[src/rtl/branch_checkpoint_stack.sv]
// rtl/branch_checkpoint_stack.sv - speculative-branch checkpoint stack with in-order allocation and oldest-mispredict recovery
module branch_checkpoint_stack #(
    parameter int DEPTH     = 8,
    parameter int N_ALLOC   = 2,
    parameter int N_RES     = 2,
    parameter int ARCH_REGS = 32,
    parameter int PHYS_REGS = 64,
    parameter int ROB_W     = 5,
    parameter int LSQ_W     = 4,
    parameter int ADDR_W    = 32
) (
    input  logic                                      clock,
    input  logic                                      reset,
    input  logic [N_ALLOC-1:0]                        alloc_req,
    input  logic [N_ALLOC*ADDR_W-1:0]                 alloc_pc_fallthru,
    input  logic [N_ALLOC*ROB_W-1:0]                  alloc_rob_tail,
    input  logic [N_ALLOC*LSQ_W-1:0]                  alloc_lsq_tail,
    input  logic [N_ALLOC*ARCH_REGS*$clog2(PHYS_REGS)-1:0] alloc_map,
    input  logic [N_ALLOC*PHYS_REGS-1:0]              alloc_free,
    output logic [N_ALLOC-1:0]                        alloc_gnt,
    output logic [N_ALLOC*DEPTH-1:0]                  alloc_bit,
    output logic [DEPTH-1:0]                          live_mask,
    output logic [$clog2(DEPTH+1)-1:0]                free_count,
    input  logic [PHYS_REGS-1:0]                      retire_freed,
    input  logic [N_RES-1:0]                          res_valid,
    input  logic [N_RES*DEPTH-1:0]                    res_bit,
    input  logic [N_RES-1:0]                          res_mispred,
    input  logic [N_RES-1:0]                          res_taken,
    input  logic [N_RES*ADDR_W-1:0]                   res_target,
    output logic                                      restore_valid,
    output logic [ADDR_W-1:0]                         restore_pc,
    output logic [ROB_W-1:0]                          restore_rob_tail,
    output logic [LSQ_W-1:0]                          restore_lsq_tail,
    output logic [ARCH_REGS*$clog2(PHYS_REGS)-1:0]    restore_map,
    output logic [PHYS_REGS-1:0]                      restore_free,
    output logic [DEPTH-1:0]                          clear_mask,
    output logic [DEPTH-1:0]                          squash_mask,
    input  logic                                      flush
);

    localparam int PR_W  = $clog2(PHYS_REGS);
    localparam int MAP_W = ARCH_REGS * PR_W;
    localparam int IDX_W = (DEPTH > 1) ? $clog2(DEPTH) : 1;
    localparam int CNT_W = $clog2(DEPTH + 1);

    logic [DEPTH-1:0]     valid_q;
    logic [DEPTH-1:0]     dep_q      [DEPTH];
    logic [ADDR_W-1:0]    fallthru_q [DEPTH];
    logic [ROB_W-1:0]     rob_q      [DEPTH];
    logic [LSQ_W-1:0]     lsq_q      [DEPTH];
    logic [MAP_W-1:0]     map_q      [DEPTH];
    logic [PHYS_REGS-1:0] free_q     [DEPTH];

    logic [DEPTH-1:0]     eff_mis;
    logic [DEPTH-1:0]     eff_ok;
    logic                 win_found;
    logic [IDX_W-1:0]     win_slot;
    logic [DEPTH-1:0]     win_bit;
    logic                 win_taken;
    logic [ADDR_W-1:0]    win_target;
    logic [IDX_W-1:0]     alloc_idx  [N_ALLOC];
    logic [DEPTH-1:0]     lane_dep   [N_ALLOC];

    function automatic logic [IDX_W-1:0] oh_idx(input logic [DEPTH-1:0] v);
        oh_idx = '0;
        for (int s = 0; s < DEPTH; s++) begin
            if (v[s]) oh_idx = IDX_W'(s);
        end
    endfunction

    // Resolution: find effective lanes, elect the oldest mispredict, derive squash/clear.
    always_comb begin : resolve
        logic [DEPTH-1:0] lb;
        logic [IDX_W-1:0] idx;
        eff_mis    = '0;
        eff_ok     = '0;
        win_found  = 1'b0;
        win_slot   = '0;
        win_bit    = '0;
        win_taken  = 1'b0;
        win_target = '0;
        squash_mask = '0;
        for (int r = 0; r < N_RES; r++) begin
            lb = res_bit[r*DEPTH +: DEPTH];
            if (res_valid[r] && |(lb & valid_q)) begin
                if (res_mispred[r]) eff_mis = eff_mis | lb;
                else                eff_ok  = eff_ok | lb;
            end
        end
        for (int r = 0; r < N_RES; r++) begin
            lb  = res_bit[r*DEPTH +: DEPTH];
            idx = oh_idx(lb);
            if (!win_found && res_valid[r] && res_mispred[r] && |(lb & valid_q)
                && ((dep_q[idx] & eff_mis) == '0)) begin
                win_found  = 1'b1;
                win_slot   = idx;
                win_bit    = lb;
                win_taken  = res_taken[r];
                win_target = res_target[r*ADDR_W +: ADDR_W];
            end
        end
        if (win_found) begin
            squash_mask = win_bit;
            for (int s = 0; s < DEPTH; s++) begin
                if (valid_q[s] && dep_q[s][win_slot]) squash_mask[s] = 1'b1;
            end
        end
        clear_mask = (eff_ok & ~squash_mask) | win_bit;
    end

    // Restore payload comes straight from the winning slot in the same cycle.
    always_comb begin : restore
        restore_valid    = win_found;
        restore_pc       = '0;
        restore_rob_tail = '0;
        restore_lsq_tail = '0;
        restore_map      = '0;
        restore_free     = '0;
        if (win_found) begin
            restore_pc       = win_taken ? win_target : fallthru_q[win_slot];
            restore_rob_tail = rob_q[win_slot];
            restore_lsq_tail = lsq_q[win_slot];
            restore_map      = map_q[win_slot];
            restore_free     = free_q[win_slot] | retire_freed;
        end
    end

    // In-order allocation from the slots free at the start of the cycle, lowest index first.
    always_comb begin : allocate
        logic [DEPTH-1:0] avail;
        logic [DEPTH-1:0] lower;
        logic [DEPTH-1:0] lane_oh;
        logic             blocked;
        logic             found;
        alloc_gnt = '0;
        alloc_bit = '0;
        avail     = ~valid_q;
        lower     = '0;
        blocked   = reset | flush | win_found;
        for (int k = 0; k < N_ALLOC; k++) begin
            lane_dep[k]  = (valid_q & ~clear_mask & ~squash_mask) | lower;
            alloc_idx[k] = '0;
            lane_oh      = '0;
            found        = 1'b0;
            if (alloc_req[k] && !blocked) begin
                for (int s = 0; s < DEPTH; s++) begin
                    if (avail[s] && !found) begin
                        found        = 1'b1;
                        lane_oh[s]   = 1'b1;
                        alloc_idx[k] = IDX_W'(s);
                    end
                end
                if (found) begin
                    alloc_gnt[k]                 = 1'b1;
                    alloc_bit[k*DEPTH +: DEPTH]  = lane_oh;
                    avail                        = avail & ~lane_oh;
                    lower                        = lower | lane_oh;
                end else begin
                    blocked = 1'b1;
                end
            end
        end
    end

    // Occupancy outputs.
    always_comb begin : occupancy
        free_count = CNT_W'(DEPTH);
        for (int s = 0; s < DEPTH; s++) begin
            if (valid_q[s]) free_count = free_count - 1'b1;
        end
    end

    assign live_mask = valid_q;

    // Slot state: retire/invalidate resolved slots, accumulate freed regs, write new checkpoints.
    always_ff @(posedge clock) begin
        if (reset || flush) begin
            valid_q <= '0;
            for (int s = 0; s < DEPTH; s++) begin
                dep_q[s]      <= '0;
                fallthru_q[s] <= '0;
                rob_q[s]      <= '0;
                lsq_q[s]      <= '0;
                map_q[s]      <= '0;
                free_q[s]     <= '0;
            end
        end else begin
            for (int s = 0; s < DEPTH; s++) begin
                if (clear_mask[s] || squash_mask[s]) begin
                    valid_q[s] <= 1'b0;
                end else if (valid_q[s]) begin
                    dep_q[s]  <= dep_q[s] & ~(clear_mask | squash_mask);
                    free_q[s] <= free_q[s] | retire_freed;
                end
            end
            for (int k = 0; k < N_ALLOC; k++) begin
                if (alloc_gnt[k]) begin
                    valid_q[alloc_idx[k]]    <= 1'b1;
                    dep_q[alloc_idx[k]]      <= lane_dep[k];
                    fallthru_q[alloc_idx[k]] <= alloc_pc_fallthru[k*ADDR_W +: ADDR_W];
                    rob_q[alloc_idx[k]]      <= alloc_rob_tail[k*ROB_W +: ROB_W];
                    lsq_q[alloc_idx[k]]      <= alloc_lsq_tail[k*LSQ_W +: LSQ_W];
                    map_q[alloc_idx[k]]      <= alloc_map[k*MAP_W +: MAP_W];
                    free_q[alloc_idx[k]]     <= alloc_free[k*PHYS_REGS +: PHYS_REGS] | retire_freed;
                end
            end
        end
    end

endmodule

[config.mk]
export PLATFORM = sky130hd
export DESIGN_NAME = branch_checkpoint_stack
export DESIGN_NICKNAME = d
export VERILOG_FILES = /design/src/rtl/branch_checkpoint_stack.sv
export SDC_FILE = /design/constraint.sdc
export NUM_CORES = 2
export LEC_CHECK = 0
export BUFFER_PORTS_ARGS = -buffer_cell sky130_fd_sc_hd__buf_2
export CAP_MARGIN = 5
export CORE_UTILIZATION = 48
export CTS_CLUSTER_DIAMETER = 100
export CTS_CLUSTER_SIZE = 10
export DETAILED_ROUTE_END_ITERATION = 7
export PLACE_DENSITY_LB_ADDON = 0.05
export SETUP_SLACK_MARGIN = 0.15
export SYNTH_ARGS = -nofsm -noshare
export SYNTH_HDL_FRONTEND = slang
export SYNTH_SLANG_ARGS = --single-unit
[constraint.sdc]
create_clock -name clock -period 14.4 [get_ports clock]
set_input_delay 0.72 -clock clock [delete_from_list [all_inputs] [get_ports clock]]
set_output_delay 0.72 -clock clock [all_outputs]
set_load 0.01 [all_outputs]
# Word level (Yosys, flattened, before mapping)

Memory sizes are Yosys's and may differ from the RTL's.
Cells that the tools add are included.

Bits in read-only memories: 0
Register bits after elaboration: 8
Input port bits: 749
Word-level logic and storage cells: 404
Bits in writable memories: 2,440
Output and inout bits: 344
Latch bits: 0
Memories: 6

Add/subtract/negate cells: 7
Shifts and indexed selects: 0
Bitwise operators: 57
$lt $le $gt $ge: 5
$mul: 0
Multiplexer cells: 255
Equality and inequality tests: 0
Reductions and logical operators: 73
Div/mod/pow operators: 0

Memories:

| memory     | words | bits a word | read ports | clocked after Yosys merged registers in | wr ports | RTL line | source |
|---|---|---|---|---|---|---|---|
| map_q      | 8     | 192         | 1          | 0                                       | 8        | 51       | `logic [MAP_W-1:0] map_q [DEPTH];` |
| free_q     | 8     | 64          | 9          | 0                                       | 10       | 52       | `logic [PHYS_REGS-1:0] free_q [DEPTH];` |
| fallthru_q | 8     | 32          | 1          | 0                                       | 8        | 48       | `logic [ADDR_W-1:0] fallthru_q [DEPTH];` |
| dep_q      | 8     | 8           | 10         | 0                                       | 10       | 47       | `logic [DEPTH-1:0] dep_q [DEPTH];` |
| rob_q      | 8     | 5           | 1          | 0                                       | 8        | 49       | `logic [ROB_W-1:0] rob_q [DEPTH];` |
| lsq_q      | 8     | 4           | 1          | 0                                       | 8        | 50       | `logic [LSQ_W-1:0] lsq_q [DEPTH];` |

Operators by type and width:

| cell                                                                  | number |
|---|---|
| 64-bit OR                                                             | 11 |
| 192-bit two-way mux                                                   | 3 |
| 64-bit two-way mux                                                    | 9 |
| 192-bit OR reduction                                                  | 2 |
| 8-bit two-way mux                                                     | 28 |
| 32-bit two-way mux                                                    | 6 |
| 1-bit two-way mux                                                     | 149 |
| 8-bit AND                                                             | 16 |
| 3-bit two-way mux                                                     | 36 |
| 32-bit OR reduction                                                   | 2 |
| 8-bit OR                                                              | 7 |
| 4-bit two-way mux                                                     | 11 |
| 8-bit NOT                                                             | 5 |
| 1-bit logical AND                                                     | 35 |
| 4-bit by 1-bit subtractor with 4-bit output (second input constant)   | 7 |
| 1-bit binary-select mux with 3-bit select                             | 8 |
| 1-bit OR                                                              | 18 |
| 1-bit logical NOT                                                     | 17 |
| 8-bit logical NOT                                                     | 2 |
| 8-bit OR reduction                                                    | 2 |
| 5-bit two-way mux                                                     | 3 |
| 3-bit by 4-bit < comparator with 1-bit output (second input constant) | 3 |
| 5-bit OR reduction                                                    | 2 |
| 1-bit logical OR                                                      | 9 |
| other kinds (3)                                                       | 6 |

# Longest topological paths before layout

An unclocked memory read counts as a cell.

Depth after elaboration: 91
Depth in mapped cells: 23
Depth with buffers taken out: 16

# Worst setup path before layout

OpenSTA, ideal clock, no wires.

Path type: input to register
Start point: in res_bit[12]
End point: mem dep_q[3][0] (enable)
Data required time: 13,947 ps
Path slack: 1,450 ps
Library setup time: 453 ps
Data arrival time: 12,497 ps
Stages: 19
Path buffers: 5
Path through: clkbuf_1 -> or4_1 -> buf_2 -> mux2_2 -> a21oi_1 -> a311oi_1 -> a31oi_1 -> o2111a_1 -> and2_0 -> buf_2 -> or3_1 -> buf_2 -> inv_2 -> nor3_1 -> a221o_1 -> nand3_1 -> clkbuf_1 -> nand3_1 -> or2_2

RTL lines:

| item        | RTL line | source |
|---|---|---|
| from (decl) | 26       | `input logic [N_RES*DEPTH-1:0] res_bit,` |
| to (decl)   | 47       |  |

# Worst setup path in the final report

Start point: reg valid_q[3] (netlist: live_mask[3])
End point: out alloc_bit[12]

Word-level cells in the longest chain between the ends: 54
Elaborated cells on any way between the ends: 97
Those cells by class: 48 x mux; 9 x bitwise; 40 x reduce/logical

Ends and longest elaborated chain:

| item                                               | RTL line | source |
|---|---|---|
| from (decl)                                        | 46       | `logic [DEPTH-1:0] valid_q;` |
| from (signal assigned)                             | 178      | `valid_q <= '0;` |
| from (signal, indexed assignment)                  | 190      | `valid_q[s] <= 1'b0;` |
| from (signal, indexed assignment)                  | 198      | `valid_q[alloc_idx[k]] <= 1'b1;` |
| branches (longest 53 deep; another with 8-bit AND) | --       |  |
| 8-bit two-way mux *                                | 145      | `if (alloc_req[k] && !blocked) begin` |
| to (decl)                                          | 21       | `output logic [N_ALLOC*DEPTH-1:0] alloc_bit,` |

Every way passes the cells marked *. The select of a mux whose other input is x is not followed.

==> impl_metrics.toml <==
[timing]
rsz0062_at_grt = "false"
tightest_slew_ps = 1410
hold_viol = 0
fin_skew_ps = 47.1
max_freq_mhz = 99.8
max_slew_margin_pct = 6.05
tns_ps = 0
fin_crit_ps = 10020
drv_slew = 0
finalCritPeriodShare_pct = 69.6
setup_viol = 0

[logic_synthesis]
synthXorXnorAreaFrac_pct = 0.109
synth_area_leaders = "edfxtp_1, nand2_1, a22o_1"
synth_top_family_by_area = "simple AND/OR/NAND/NOR gates"
ys_seq_area_share_pct = 53.6
synth_adder_area_share_pct = 0.121
yosys.area.top_type = "edfxtp_1"
synth_compound_area_share_pct = 19.5
netlist.area_leader.share_pct = 53.5
synth_cells = 14500
avgSynthCellArea_um2 = 9.47
synth-simple-area-share_pct = 19.7
muxShareOfSynthArea_pct = 0.434
synth_cell_types = 94
ys_async_sr_fraction_pct = 0
synth_fp_nets = 15200
synth-main-ff-cell = "edfxtp_1"
ys_warn_count = 0
synth-seq-cells = 2448
synth_edf_count = 2440
syn_area_mm2 = 0.137

[min_path]
hp-start = "alloc_pc_fallthru[50]"
hp-class = "in2reg"

[critical_path]
crit_path_end_kind = "output pin"
crit_type = "reg2out"
arrival_ps = 9300
crit_required_ps = 13680
reg2reg_slack_ps = 5050
startpoint_type = "flop"
crit_path_start = "live_mask[3]"
worstPathMaxFanout = 127
timing.rr.start = "live_mask[3]"

[clock_network]
ctsHoldBuffers = 0
cts_tree = "yes"
clock_sinks = 2448
post_cts_resize_count = 0
cts-buffers-inserted = 284
cts.reportedPaths.clkPinSlew_ps = 60
htreeDepth = 5
insertion_delay_ps = 940
clockBufferDepth = 4
root_buffer = "clkbuf_16"
post_cts_buffers = 0

[global_routing]
grt_use_met2_pct = 60.6
grt_max_degree = 184
antenna_found_initial = 305
use_met1_pct = 51.5
use_met3_pct = 11.9
grt_usage_pct = 39.9
top_usage_layer = "met2"
grt_pass1_wl_mm = 843
grt_pass1_vias = 118000
grt-ovfl-total = 0

[power_and_ir_drop]
p_per_area_mw_per_mm2 = 115
p_leak_nw = 59.2
ir_drop_mv = 0.0852

[floorplan]
ios = 1093
die_w_um = 536
die_h_um = 536
start_util_pct = 48.4
coreArea_mm2 = 0.283
die_area_mm2 = 0.288
rows = 195

[drt]
ant_nets = 0
wl_mm = 596
drt_iter0_drc = 17100
vias_per_cell = 6.87
first_pass_iters = 8
num_vias = 124000
post_drt_wl_per_cell_um = 32.9
drc = 10

[run_status]
status = "complete, but fails checks"
violations = "DRC"

[cells_and_area]
mostFrequentLayoutCells = "nand2_1, edfxtp_1, a22o_1"
n_fill_cell = 25600
layout-drive-gt1-share_pct = 12.0
fin_nets = 14900
multi_input_area_mm2 = 0.0550
area_growth_pct = 8.72
utilization_pct = 52.6
post-route-cell-area_mm2 = 0.149
seq_area_mm2 = 0.0734
layout_commonest_cell = "nand2_1"

[place]
io_buffers = 1092
place.gp.congestion = 0.913
place_hpwl_mm = 313
place_area_mm2 = 0.141

[job]
maxCapViolations = 0
## metal layers
metal | part of all wire, % | vias to the layer above
met5 | 0.22 | -
met4 | 5.4 | 216
met3 | 13 | 1749
met2 | 44 | 8988
met1 | 37 | 61200
li1 | - | 52300
## power by group
group | switching [mW] | leakage, nW | total (mW) | internal (mW)
combinational | 1.52 | 28.2 | 2.08 | 0.559
sequential | 0.170 | 27.3 | 8.45 | 8.28
clock | 2.97 | 3.73 | 6.57 | 3.60
## metrics by stage
stage / setup WS (ps) / hold WS (ps) / total power, mW / instances
floorplan: 1450 / 520 / 9.87 / 14500
global placement: 4930 / 554 / 10.6 / 17600
detailed placement: 4900 / 567 / 10.6 / 17600
CTS: 4510 / 124 / 17.1 / 18000
global route: 4150 / 177 / 17.5 / 18000
finish: 4380 / 188 / 17.1 / 18100
## flip-flops by register name (all words and copies together) (netlist names)
| name | flops |
|---|---|
| fallthru_q | 256 |
| dep_q | 64 |
| lsq_q | 32 |
| live_mask | 8 |
| rob_q | 40 |
| map_q | 1536 |
| free_q | 512 |
## critical path, cell delays in order, from the launching register on
cell      delay [ps]
dfxtp_1          850
a22o_1           250
a221oi_1          70
a21oi_1          750
a22oi_1          400
a31oi_1          310
nor4_2           120
and2_0           400
nor2_4           230
buf_12           670
inv_2            410
nor3b_1          630
nand2_1          180
or3_1            630
inv_8            600
buf_12           630
buf_4            710
buf_2            260
## final timing paths
check | endpoint | depth (start not counted)
max | alloc_bit[12] | 17
min | fallthru_q[3][18] | 3
max reg2reg | free_q[7][56] | 18
min reg2reg | free_q[2][24] | 2
## area by class of cell
type | count | area share (%)
Antenna cell | 163 | 0.274
Multi-Input combinational cell | 10100 | 36.9
Inverter | 78 | 0.257
Tap cell | 3743 | 3.14
Clock buffer | 309 | 4.93
Sequential cell | 2448 | 49.3
Clock inverter | 20 | 0.191
Timing Repair Buffer | 1299 | 5.00
## synthesized netlist by cell type (8+ instances only)
cell and n:
nand2_1 3931, edfxtp_1 2440, a22o_1 1422, nand3_1 1355
clkbuf_1 1008, nor2_1 659, a31oi_1 435, clkbuf_2 346
o21ai_0 343, a311oi_1 332, a21oi_1 297, and3_1 275
buf_2 269, buf_4 199, a22oi_1 165, a21o_1 133
o21a_1 128, o21ai_1 106, nor3_1 81, buf_1 68
a222oi_1 66, inv_1 65, nand3b_1 33, mux2i_1 25
o22ai_1 22, or3_1 16, a221oi_1 14, and2_1 13
xnor2_1 13, nand4_1 12, ha_1 10, inv_2 10
a211oi_1 9, mux2_2 9, nand2b_1 9, a221o_1 8
dfxtp_1 8, mux4_2 8, o211ai_1 8
## logic make-up (layout without fill, tap and decap cells)
group | after synthesis | after routing
XOR/XNOR | 17 | 17
multiplexers | 46 | 46
other | 0 | 163
AND/OR/NAND/NOR | 6421 | 6421
buffers and inverters | 1971 | 1706
adder cells (fa/ha/maj) | 13 | 13
flip-flops | 2448 | 2448
AO/OA/AOI/OAI | 3558 | 3558
Note: power is estimated with default switching activity, not from simulation.
